<file path="config.mk">
export PLATFORM = sky130hd
export DESIGN_NAME = pwm3_host_regs
export DESIGN_NICKNAME = d
export VERILOG_FILES = /design/src/rtl/pwm3_pkg.sv /design/src/rtl/pwm_channel.sv /design/src/rtl/pwm3_host_regs.sv
export SDC_FILE = /design/constraint.sdc
export NUM_CORES = 1
export LEC_CHECK = 0
export ABC_CLOCK_PERIOD_IN_PS = 7200
export CORE_UTILIZATION = 45
export DETAILED_ROUTE_END_ITERATION = 10
export PLACE_DENSITY = 0.72
export SKIP_CTS_REPAIR_TIMING = 1
export SYNTH_ARGS = -nofsm -noshare
export SYNTH_HDL_FRONTEND = slang
export SYNTH_SLANG_ARGS = --single-unit
</file>
<file path="constraint.sdc">
create_clock -name host_clk -period 7.2 [get_ports host_clk]
set_clock_uncertainty 0.2 [all_clocks]
set_input_delay 1.44 -clock host_clk [delete_from_list [all_inputs] [get_ports host_clk]]
set_output_delay 1.44 -clock host_clk [all_outputs]
set_load 0.01 [all_outputs]
</file>
<file path="src/rtl/pwm3_pkg.sv">
// Register map, control/status bit positions and channel count for the
// three-channel PWM host register block.
package pwm3_pkg;

    typedef enum logic [2:0] {
        ADDR_CTRL     = 3'd0,
        ADDR_PRESCALE = 3'd1,
        ADDR_PERIOD   = 3'd2,
        ADDR_DUTY0    = 3'd3,
        ADDR_DUTY1    = 3'd4,
        ADDR_DUTY2    = 3'd5,
        ADDR_STATUS   = 3'd6,
        ADDR_COUNT    = 3'd7
    } regAddr_e;

    localparam int NUM_CH       = 3;
    localparam int CTRL_EN      = 0;
    localparam int CTRL_INV_LSB = 1;
    localparam int STATUS_RUN   = 0;
    localparam int STATUS_PEND  = 1;

endpackage

</file>
<file path="src/rtl/pwm_channel.sv">
// One PWM channel: active duty register loaded from its shadow, counter
// compare, polarity select and registered output.
module pwm_channel #(
    parameter int CNT_W = 16
) (
    input  logic             clk_i,
    input  logic             rst_i,
    input  logic             en_i,
    input  logic             inv_i,
    input  logic             load_i,
    input  logic [CNT_W-1:0] duty_i,
    input  logic [CNT_W-1:0] cnt_i,
    output logic             pwm_o
);

    logic [CNT_W-1:0] dutyAct_q;
    logic             pwm_q;
    logic             pwm_d;

    // A duty of zero never compares true and a duty above the period always
    // does, which gives the constant-low and constant-high cases for free.
    always_comb begin
        pwm_d = inv_i;
        if (en_i) begin
            pwm_d = (cnt_i < dutyAct_q) ^ inv_i;
        end
    end

    always_ff @(posedge clk_i) begin
        if (rst_i) begin
            dutyAct_q <= '0;
            pwm_q     <= 1'b0;
        end else begin
            if (load_i) begin
                dutyAct_q <= duty_i;
            end
            pwm_q <= pwm_d;
        end
    end

    assign pwm_o = pwm_q;

endmodule

</file>
<file path="src/rtl/pwm3_host_regs.sv">
// Host-bus register responder plus the shared prescaler and period counter
// driving three double-buffered PWM channels.
module pwm3_host_regs
    import pwm3_pkg::*;
#(
    parameter int CNT_W  = 16,
    parameter int ADDR_W = 3
) (
    input  logic              host_clk,
    input  logic              host_rst,
    input  logic              host_cs,
    input  logic              host_we,
    input  logic [ADDR_W-1:0] host_addr,
    input  logic [CNT_W-1:0]  host_wdata,
    output logic [CNT_W-1:0]  host_rdata,
    output logic              host_ack,
    output logic [NUM_CH-1:0] pwm_out,
    output logic              pwm_sync
);

    regAddr_e           addr;
    logic               access;
    logic               wr;
    logic               rd;
    logic               shadowWr;
    logic               tick;
    logic               wrap;
    logic               load;

    logic               ack_q;
    logic [CNT_W-1:0]   rdata_q;
    logic [CNT_W-1:0]   rdata_d;
    logic               en_q;
    logic [NUM_CH-1:0]  inv_q;
    logic [CNT_W-1:0]   prescale_q;
    logic [CNT_W-1:0]   periodSh_q;
    logic [CNT_W-1:0]   periodAct_q;
    logic [CNT_W-1:0]   dutySh_q [NUM_CH];
    logic               pending_q;
    logic [CNT_W-1:0]   preCnt_q;
    logic [CNT_W-1:0]   cnt_q;
    logic               sync_q;

    assign addr     = regAddr_e'(host_addr);
    // The ack cycle masks the request so a held host_cs cannot retrigger.
    assign access   = host_cs & ~ack_q;
    assign wr       = access & host_we;
    assign rd       = access & ~host_we;
    assign shadowWr = wr & (addr inside {ADDR_PERIOD, ADDR_DUTY0, ADDR_DUTY1, ADDR_DUTY2});
    // >= keeps the prescaler from running the long way round when PRESCALE is lowered mid-count.
    assign tick     = en_q & (preCnt_q >= prescale_q);
    assign wrap     = tick & (cnt_q == periodAct_q);
    assign load     = ~en_q | wrap;

    always_comb begin
        rdata_d = '0;
        if (rd) begin
            case (addr)
                ADDR_CTRL: begin
                    rdata_d[CTRL_EN]                = en_q;
                    rdata_d[CTRL_INV_LSB +: NUM_CH] = inv_q;
                end
                ADDR_PRESCALE: rdata_d = prescale_q;
                ADDR_PERIOD:   rdata_d = periodSh_q;
                ADDR_DUTY0:    rdata_d = dutySh_q[0];
                ADDR_DUTY1:    rdata_d = dutySh_q[1];
                ADDR_DUTY2:    rdata_d = dutySh_q[2];
                ADDR_STATUS: begin
                    rdata_d[STATUS_RUN]  = en_q;
                    rdata_d[STATUS_PEND] = pending_q;
                end
                ADDR_COUNT:    rdata_d = cnt_q;
            endcase
        end
    end

    always_ff @(posedge host_clk) begin
        if (host_rst) begin
            ack_q      <= 1'b0;
            rdata_q    <= '0;
            en_q       <= 1'b0;
            inv_q      <= '0;
            prescale_q <= '0;
            periodSh_q <= '0;
            for (int i = 0; i < NUM_CH; i++) begin
                dutySh_q[i] <= '0;
            end
        end else begin
            ack_q   <= access;
            rdata_q <= rdata_d;
            if (wr) begin
                case (addr)
                    ADDR_CTRL: begin
                        en_q  <= host_wdata[CTRL_EN];
                        inv_q <= host_wdata[CTRL_INV_LSB +: NUM_CH];
                    end
                    ADDR_PRESCALE: prescale_q  <= host_wdata;
                    ADDR_PERIOD:   periodSh_q  <= host_wdata;
                    ADDR_DUTY0:    dutySh_q[0] <= host_wdata;
                    ADDR_DUTY1:    dutySh_q[1] <= host_wdata;
                    ADDR_DUTY2:    dutySh_q[2] <= host_wdata;
                    default: ;
                endcase
            end
        end
    end

    // A shadow write landing on the wrap edge keeps pending set; the wrap
    // itself transfers the pre-write shadow value.
    always_ff @(posedge host_clk) begin
        if (host_rst) begin
            preCnt_q    <= '0;
            cnt_q       <= '0;
            periodAct_q <= '0;
            pending_q   <= 1'b0;
            sync_q      <= 1'b0;
        end else begin
            sync_q <= wrap;
            if (!en_q) begin
                preCnt_q <= '0;
                cnt_q    <= '0;
            end else begin
                preCnt_q <= tick ? '0 : preCnt_q + 1'b1;
                if (tick) begin
                    cnt_q <= wrap ? '0 : cnt_q + 1'b1;
                end
            end
            if (load) begin
                periodAct_q <= periodSh_q;
            end
            if (!en_q) begin
                pending_q <= 1'b0;
            end else if (shadowWr) begin
                pending_q <= 1'b1;
            end else if (wrap) begin
                pending_q <= 1'b0;
            end
        end
    end

    for (genvar g = 0; g < NUM_CH; g++) begin : g_ch
        pwm_channel #(
            .CNT_W (CNT_W)
        ) u_ch (
            .clk_i  (host_clk),
            .rst_i  (host_rst),
            .en_i   (en_q),
            .inv_i  (inv_q[g]),
            .load_i (load),
            .duty_i (dutySh_q[g]),
            .cnt_i  (cnt_q),
            .pwm_o  (pwm_out[g])
        );
    end

    assign host_ack   = ack_q;
    assign host_rdata = rdata_q;
    assign pwm_sync   = sync_q;

endmodule

</file>
# Yosys cells after proc, flatten, opt, wreduce, memory -nomap -nowiden
# Memory sizes are Yosys's and may differ from the RTL's.
# Index checks and enable logic that the tools add are counted.
[op_classes]
bitwise = 17
n_reduce_logical = 9
magnitude_cmp = 4
eq_ne = 8
mux = 26
add_sub_neg = 2
[op_table]
columns = ["cell", "n"]
rows = [
  ["12-bit case mux with 6 select lines", 1],
  ["16-bit two-way mux", 4],
  ["16-bit less-than comparator", 3],
  ["16-bit by 1-bit adder with 16-bit output, second input constant", 2],
  ["1-bit two-way mux", 19],
  ["16-bit equality test", 1],
  ["16-bit greater-or-equal comparator", 1],
  ["2-bit case mux with 8 select lines", 1],
  ["2-bit case mux with 7 select lines", 1],
  ["3-bit equality test, second input constant", 4],
  ["1-bit bitwise AND", 6],
  ["3-bit by 2-bit equality test with 1-bit output, second input constant", 2],
  ["2-bit AND reduction", 3],
  ["1-bit NOT", 4],
  ["1-bit OR", 4],
  ["4-bit nonzero test", 1],
  ["2-bit OR reduction", 2],
  ["3-bit by 1-bit equality test with 1-bit output, second input constant", 1],
  ["3-bit logical NOT", 1],
  ["3-bit OR reduction", 1],
  ["1-bit bitwise XOR", 3],
  ["2-bit nonzero test", 1],
]
[word_totals]
n_memories = 1
in_bits = 23
mem_bits_rw = 48
reg_bits = 154
output_inout_bits = 21
[memory_table]
columns = ["memory", "words", "word_bits", "rd", "rd_clocked_by_memory_dff", "wr", "line", "rtl"]
rows = [
  ["dutySh_q", 3, 16, 3, 0, 3, "pwm3_host_regs.sv:38", "logic [CNT_W-1:0] dutySh_q [NUM_CH];"],
]

# Logic depth before layout (Yosys ltp)
[depth]
ltp_word = 7
depth_mapped = 10

# Cells and area by module
# Synthesis repeated with hierarchy kept, for this count alone.
[unflattened]
hier_cells = 1034
hier_area_um2 = 9788.1
[by_module_without_submodules]
columns = ["mod", "area_each_um2", "instances", "cells_each", "seq_area_each_um2"]
rows = [
  ["pwm3_host_regs", 6820.3, 1, 707, 3503.4],
  ["pwm_channel (g_ch[0].u_ch ...)", 985.9, 2, 109, 340.3],
  ["pwm_channel (g_ch[2].u_ch)", 996.0, 1, 109, 340.3],
]

# Worst setup path before layout
# No wires, ideal clock.
[synth_timing]
kind = "input to register"
startpoint = "input port host_addr[0]"
endpoint = "register rdata_q[13], in the netlist host_rdata[13]"
required_time_ns = 6.872
path_buffers = 4
t_arrival_ns = 2.971
path_stages = 7
path_slack_ns = 3.901
cell_sequence = "clkbuf_1 > buf_1 > buf_1 > clkbuf_1 > nor2_1 > a21oi_1 > nor2_1"
[synth_via]
elab_chain_len = 2
word_cells_on_any_way = 7
classes_between = "eq/ne: 6; mux: 1"
[synth_rtl]
columns = ["item", "line", "rtl"]
rows = [
  ["start: declaration", "pwm3_host_regs.sv:13", "input logic [ADDR_W-1:0] host_addr,"],
  ["3-bit equality test (tied with other cells)", "pwm3_host_regs.sv:58", "case (addr)"],
  ["12-bit case mux with 6 select lines *", "pwm3_host_regs.sv:58", ""],
  ["end signal: assignment", "pwm3_host_regs.sv:90", "rdata_q <= rdata_d;"],
  ["end: declaration", "pwm3_host_regs.sv:31", "logic [CNT_W-1:0] rdata_q;"],
]
# Mark *: on every way between the ends. The rest lies on a longest branch, timed or not.
# A chain may end at the register's enable or synchronous reset.

# Final worst setup path
[layout_timing]
startpoint = "input port host_addr[1]"
endpoint = "register periodSh_q[1]"
[layout_via]
elab_chain_len = 2
[layout_rtl]
columns = ["item", "line", "rtl"]
rows = [
  ["3-bit by 2-bit equality test with 1-bit output", "pwm3_host_regs.sv:92", "case (addr)"],
  ["2-bit AND reduction (no source line)", "n/a", ""],
  ["end signal: assignment", "pwm3_host_regs.sv:98", "ADDR_PERIOD: periodSh_q <= host_wdata;"],
  ["end: declaration", "pwm3_host_regs.sv:36", "logic [CNT_W-1:0] periodSh_q;"],
]
# No other way between the ends.

==> results.md <==
- WHS Endpoint: pending_q$_SDFFE_PP0P_
- Synth Area in Adders: 0.0781
- Share of the synthesized area in the top cell type: 0.305
- CTS max path bufs: 3
- Vias per cell: about 5.8
- Clk sink count: between 200 and 250
- Post-Syn Nets: 1179
- Compound-Gate Fraction of Synth Area: 0.165
- Leakage: roughly 0.004 µW
- EDFF count, synth: 48
- P_sw: between 600 and 700 µW
- Critical Setup Path Class: input pin to register
- Most frequent CP cell: nand2_1
- Critical path's largest stage delay: roughly 0.87 ns
- Hold Crit Class: register to register
- Area after DPL: between 10000 and 15000 µm²
- Unrepaired setup endpoints after global routing: no
- Area of the mapped netlist: 10100 µm²
- Gate power share: 0.079
- Clock transition at path regs: ~0.060 ns
- Minimum clock period: 4.10 ns
- Most frequent cells after synthesis: 154 x dfxtp_1, 135 x a21oi_1, 95 x nand2_1
- Relative slew slack: 0.201
- Mux contribution to synthesized area: 0.0387
- Inserted Clock Buffers: 21
- Initial Utilization: 0.461
- Wirelength per Cell: between 15 and 20 µm
- Residual DRC count: 0
- Vias: 8085
- Largest net degree at the start of global routing: 89
- Cells after Synth: between 1k and 1.5k
- Fin. Hold Viols: 0
- Yosys reg bits: 202
- Pint: about 2000 µW
- Cell taking the most area after synthesis: dfxtp_1
- Largest cells by area after synthesis: dfxtp_1 31%, edfxtp_1 14%, ha_1 7.8%
- Final net count: 1183
- Synthesis-to-layout area growth: 12.4%
- Post-route cell area: approximately 11000 µm²
- Final critical-path share of the clock period: 0.569
- H-tree depth: 1
- Max cap viols: 0
- # setup viols final: 0
- Outcome: completed
- Post-synthesis xor/xnor area fraction: 0.0390
- Vias in the first global route: 7464
- Remaining Overflow, GRT: 0
- Detailed placement HPWL: around 19000 µm
- CTS tree: done
- Final TNS setup: 0 ns
- Core area: ~22000 µm²
- Flop pwr share: 0.464
- RR Endpoint: g_ch[1].u_ch.dutyAct_q[6]$_SDFFE_PP0P_
- RePlAce Congestion: ~0.84
- Width of the die: around 150 µm
- Netlist cell types: 55
- Syn avg cell area: a little over 9 µm²
- Critical Path AT: 4.26 ns
- Crit Reg-Reg Startpoint: prescale_q[15]$_SDFFE_PP0P_
- # rows: between 50 and 60
- Root Driver: clkbuf_16
- Input/output buffers: 43
- Hold path start: pending_q$_SDFFE_PP0P_
- Switching part of the total: 0.238
- Ys async rst share: 0
- PwrDens: 229 nW/µm²
- Die Area: between 20000 and 25000 µm²
- First-pass GRT wire length: between 40000 and 50000 µm
- Worst-Margin Slew: around 1.2 ns
- Max Clk Rate: roughly 0.24 GHz
- CP Capture Type: register
- CP Data Required Time: 7.36 ns
- GRT Overall Usage: 0.244
- Die height: ~150 µm
- Clk network pwr share: 0.457
- Worst-path cell chain: clkdlybuf4s50_1, buf_4, nor2b_1, nand2_1, nand2_1, a21oi_1
- Routed Antenna Nets: 0
- Layout cell share with drive strength beyond 1: 0.0773
- Register area share after synthesis: 0.448
- Worst-Skew Late Latency: ~0.51 ns
- N_diodes: 0
- Simple-gate share of the synthesized area: 0.169
- Fillers: ~2k
- Worst vdd ir: 0.205 mV
- Worst Setup SP: host_addr[1]
- Most common cell in the netlist: dfxtp_1
- DR pass1 iterations: 6
- Critical Path Source Type: input pin
- Routed WL: roughly 27000 µm
- Crit Path Max Fanout: 32
- DR iter-0 viols: ~730
- Ports: 44
- Yosys warning count: 0
- R2r worst-path depth: 9
- Slew Viols, Final: 0
- Initial antenna violation count: 0
- Hold depth: 2
- Prevailing post-synth register cell: dfxtp_1
- Combinational family with the most area after synthesis: simple AND/OR/NAND/NOR gates
- Flop-to-flop setup slack: a little over 3 ns
- Slowest cell on crit path: nor2b_1
==> state kept, by name (all words and copies together), names as in the netlist <==
register	flops
pending_q	1
host_rdata	16
host_ack	1
g_ch.u_ch.dutyAct_q	48
pwm_sync	1
g_ch.u_ch.pwm_o	3
dutySh_q	48
cnt_q	16
prescale_q	16
inv_q	3
preCnt_q	16
periodSh_q	16
periodAct_q	16
en_q	1
==> worst max-delay path by stage <==
stage	to	slack, ns
global route	periodAct_q[10]$_SDFFE_PP0P_	2.85
global placement	periodSh_q[1]$_SDFFE_PP0P_	2.71
detailed placement	periodSh_q[8]$_SDFFE_PP0P_	2.67
floorplan	host_rdata[13]$_SDFF_PP0_	3.90
finish	periodSh_q[1]$_SDFFE_PP0P_	3.10
CTS	periodSh_q[1]$_SDFFE_PP0P_	3.15
==> layer usage <==
metal  global-route usage  share of wire  vias up
met4                0.100          0.042        0
met1                0.353           0.44     3811
met2                0.355           0.43      339
met5                    0              0        -
li1                     -              -     3870
met3               0.0416          0.082       65
==> through the flow <==
stage,worst slack (ns),hold WS [ns],utilization,total power [µW],cells
finish,3.10,0.275,0.519,2600,1392
global route,2.85,0.293,0.519,2680,1392
CTS,3.15,0.271,0.519,2610,1392
detailed placement,2.67,0.263,0.484,1430,1354
global placement,2.71,0.259,0.484,1430,1354
floorplan,3.90,0.237,-,1380,1093
==> logic make-up (layout without fill, tap and decap cells) <==
kind of cell | after synthesis | count (layout)
simple gates | 329 | 329
compound gates | 280 | 280
flops | 202 | 202
buf+inv | 144 | 163
fa+ha+maj | 63 | 63
xor+xnor | 45 | 45
mux | 30 | 30
==> power groups by stage <==
stage | Clock [µW] | Sequential (µW) | Combinational, µW
floorplan | 0 | 1220 | 155
global placement | 0 | 1230 | 199
detailed placement | 0 | 1230 | 202
CTS | 1200 | 1210 | 202
global route | 1240 | 1210 | 224
finish | 1190 | 1210 | 205
==> final cells by class <==
type                       instances  area, µm²  share of cell area
clock buffer                      23        543              0.0478
sequential                       202       4520               0.399
inverter                          68        255              0.0225
timing repair buffer              57        528              0.0465
tap                              280        350              0.0309
multi-input combinational        747       4950               0.436
clock inverter                    15        205              0.0181
==> critical path: cells and delay by family <==
kind            cells  cell delay (ns)
simple gates        3             1.84
buf+inv             2             0.88
compound gates      1             0.08
==> layout by cell type (no fill, tap or decap), types with 14 or more instances in the layout <==
| cell type | synthesis | final |
|---|---|---|
| clkdlybuf4s50_1 | 0 | 41 |
| or3_1 | 47 | 47 |
| and2_1 | 19 | 19 |
| dfxtp_1 | 154 | 154 |
| o21ai_1 | 64 | 64 |
| xor2_1 | 26 | 26 |
| inv_1 | 68 | 67 |
| buf_4 | 5 | 15 |
| nand3b_1 | 22 | 22 |
| nor2_1 | 52 | 52 |
| clkbuf_16 | 0 | 21 |
| xnor2_1 | 19 | 19 |
| nand2b_1 | 14 | 14 |
| a21oi_1 | 135 | 134 |
| o21ai_0 | 15 | 15 |
| nand2_1 | 95 | 95 |
| nand3_1 | 23 | 23 |
| ha_1 | 63 | 63 |
| edfxtp_1 | 48 | 48 |
No activity file was read; power rests on OpenSTA's default activity.
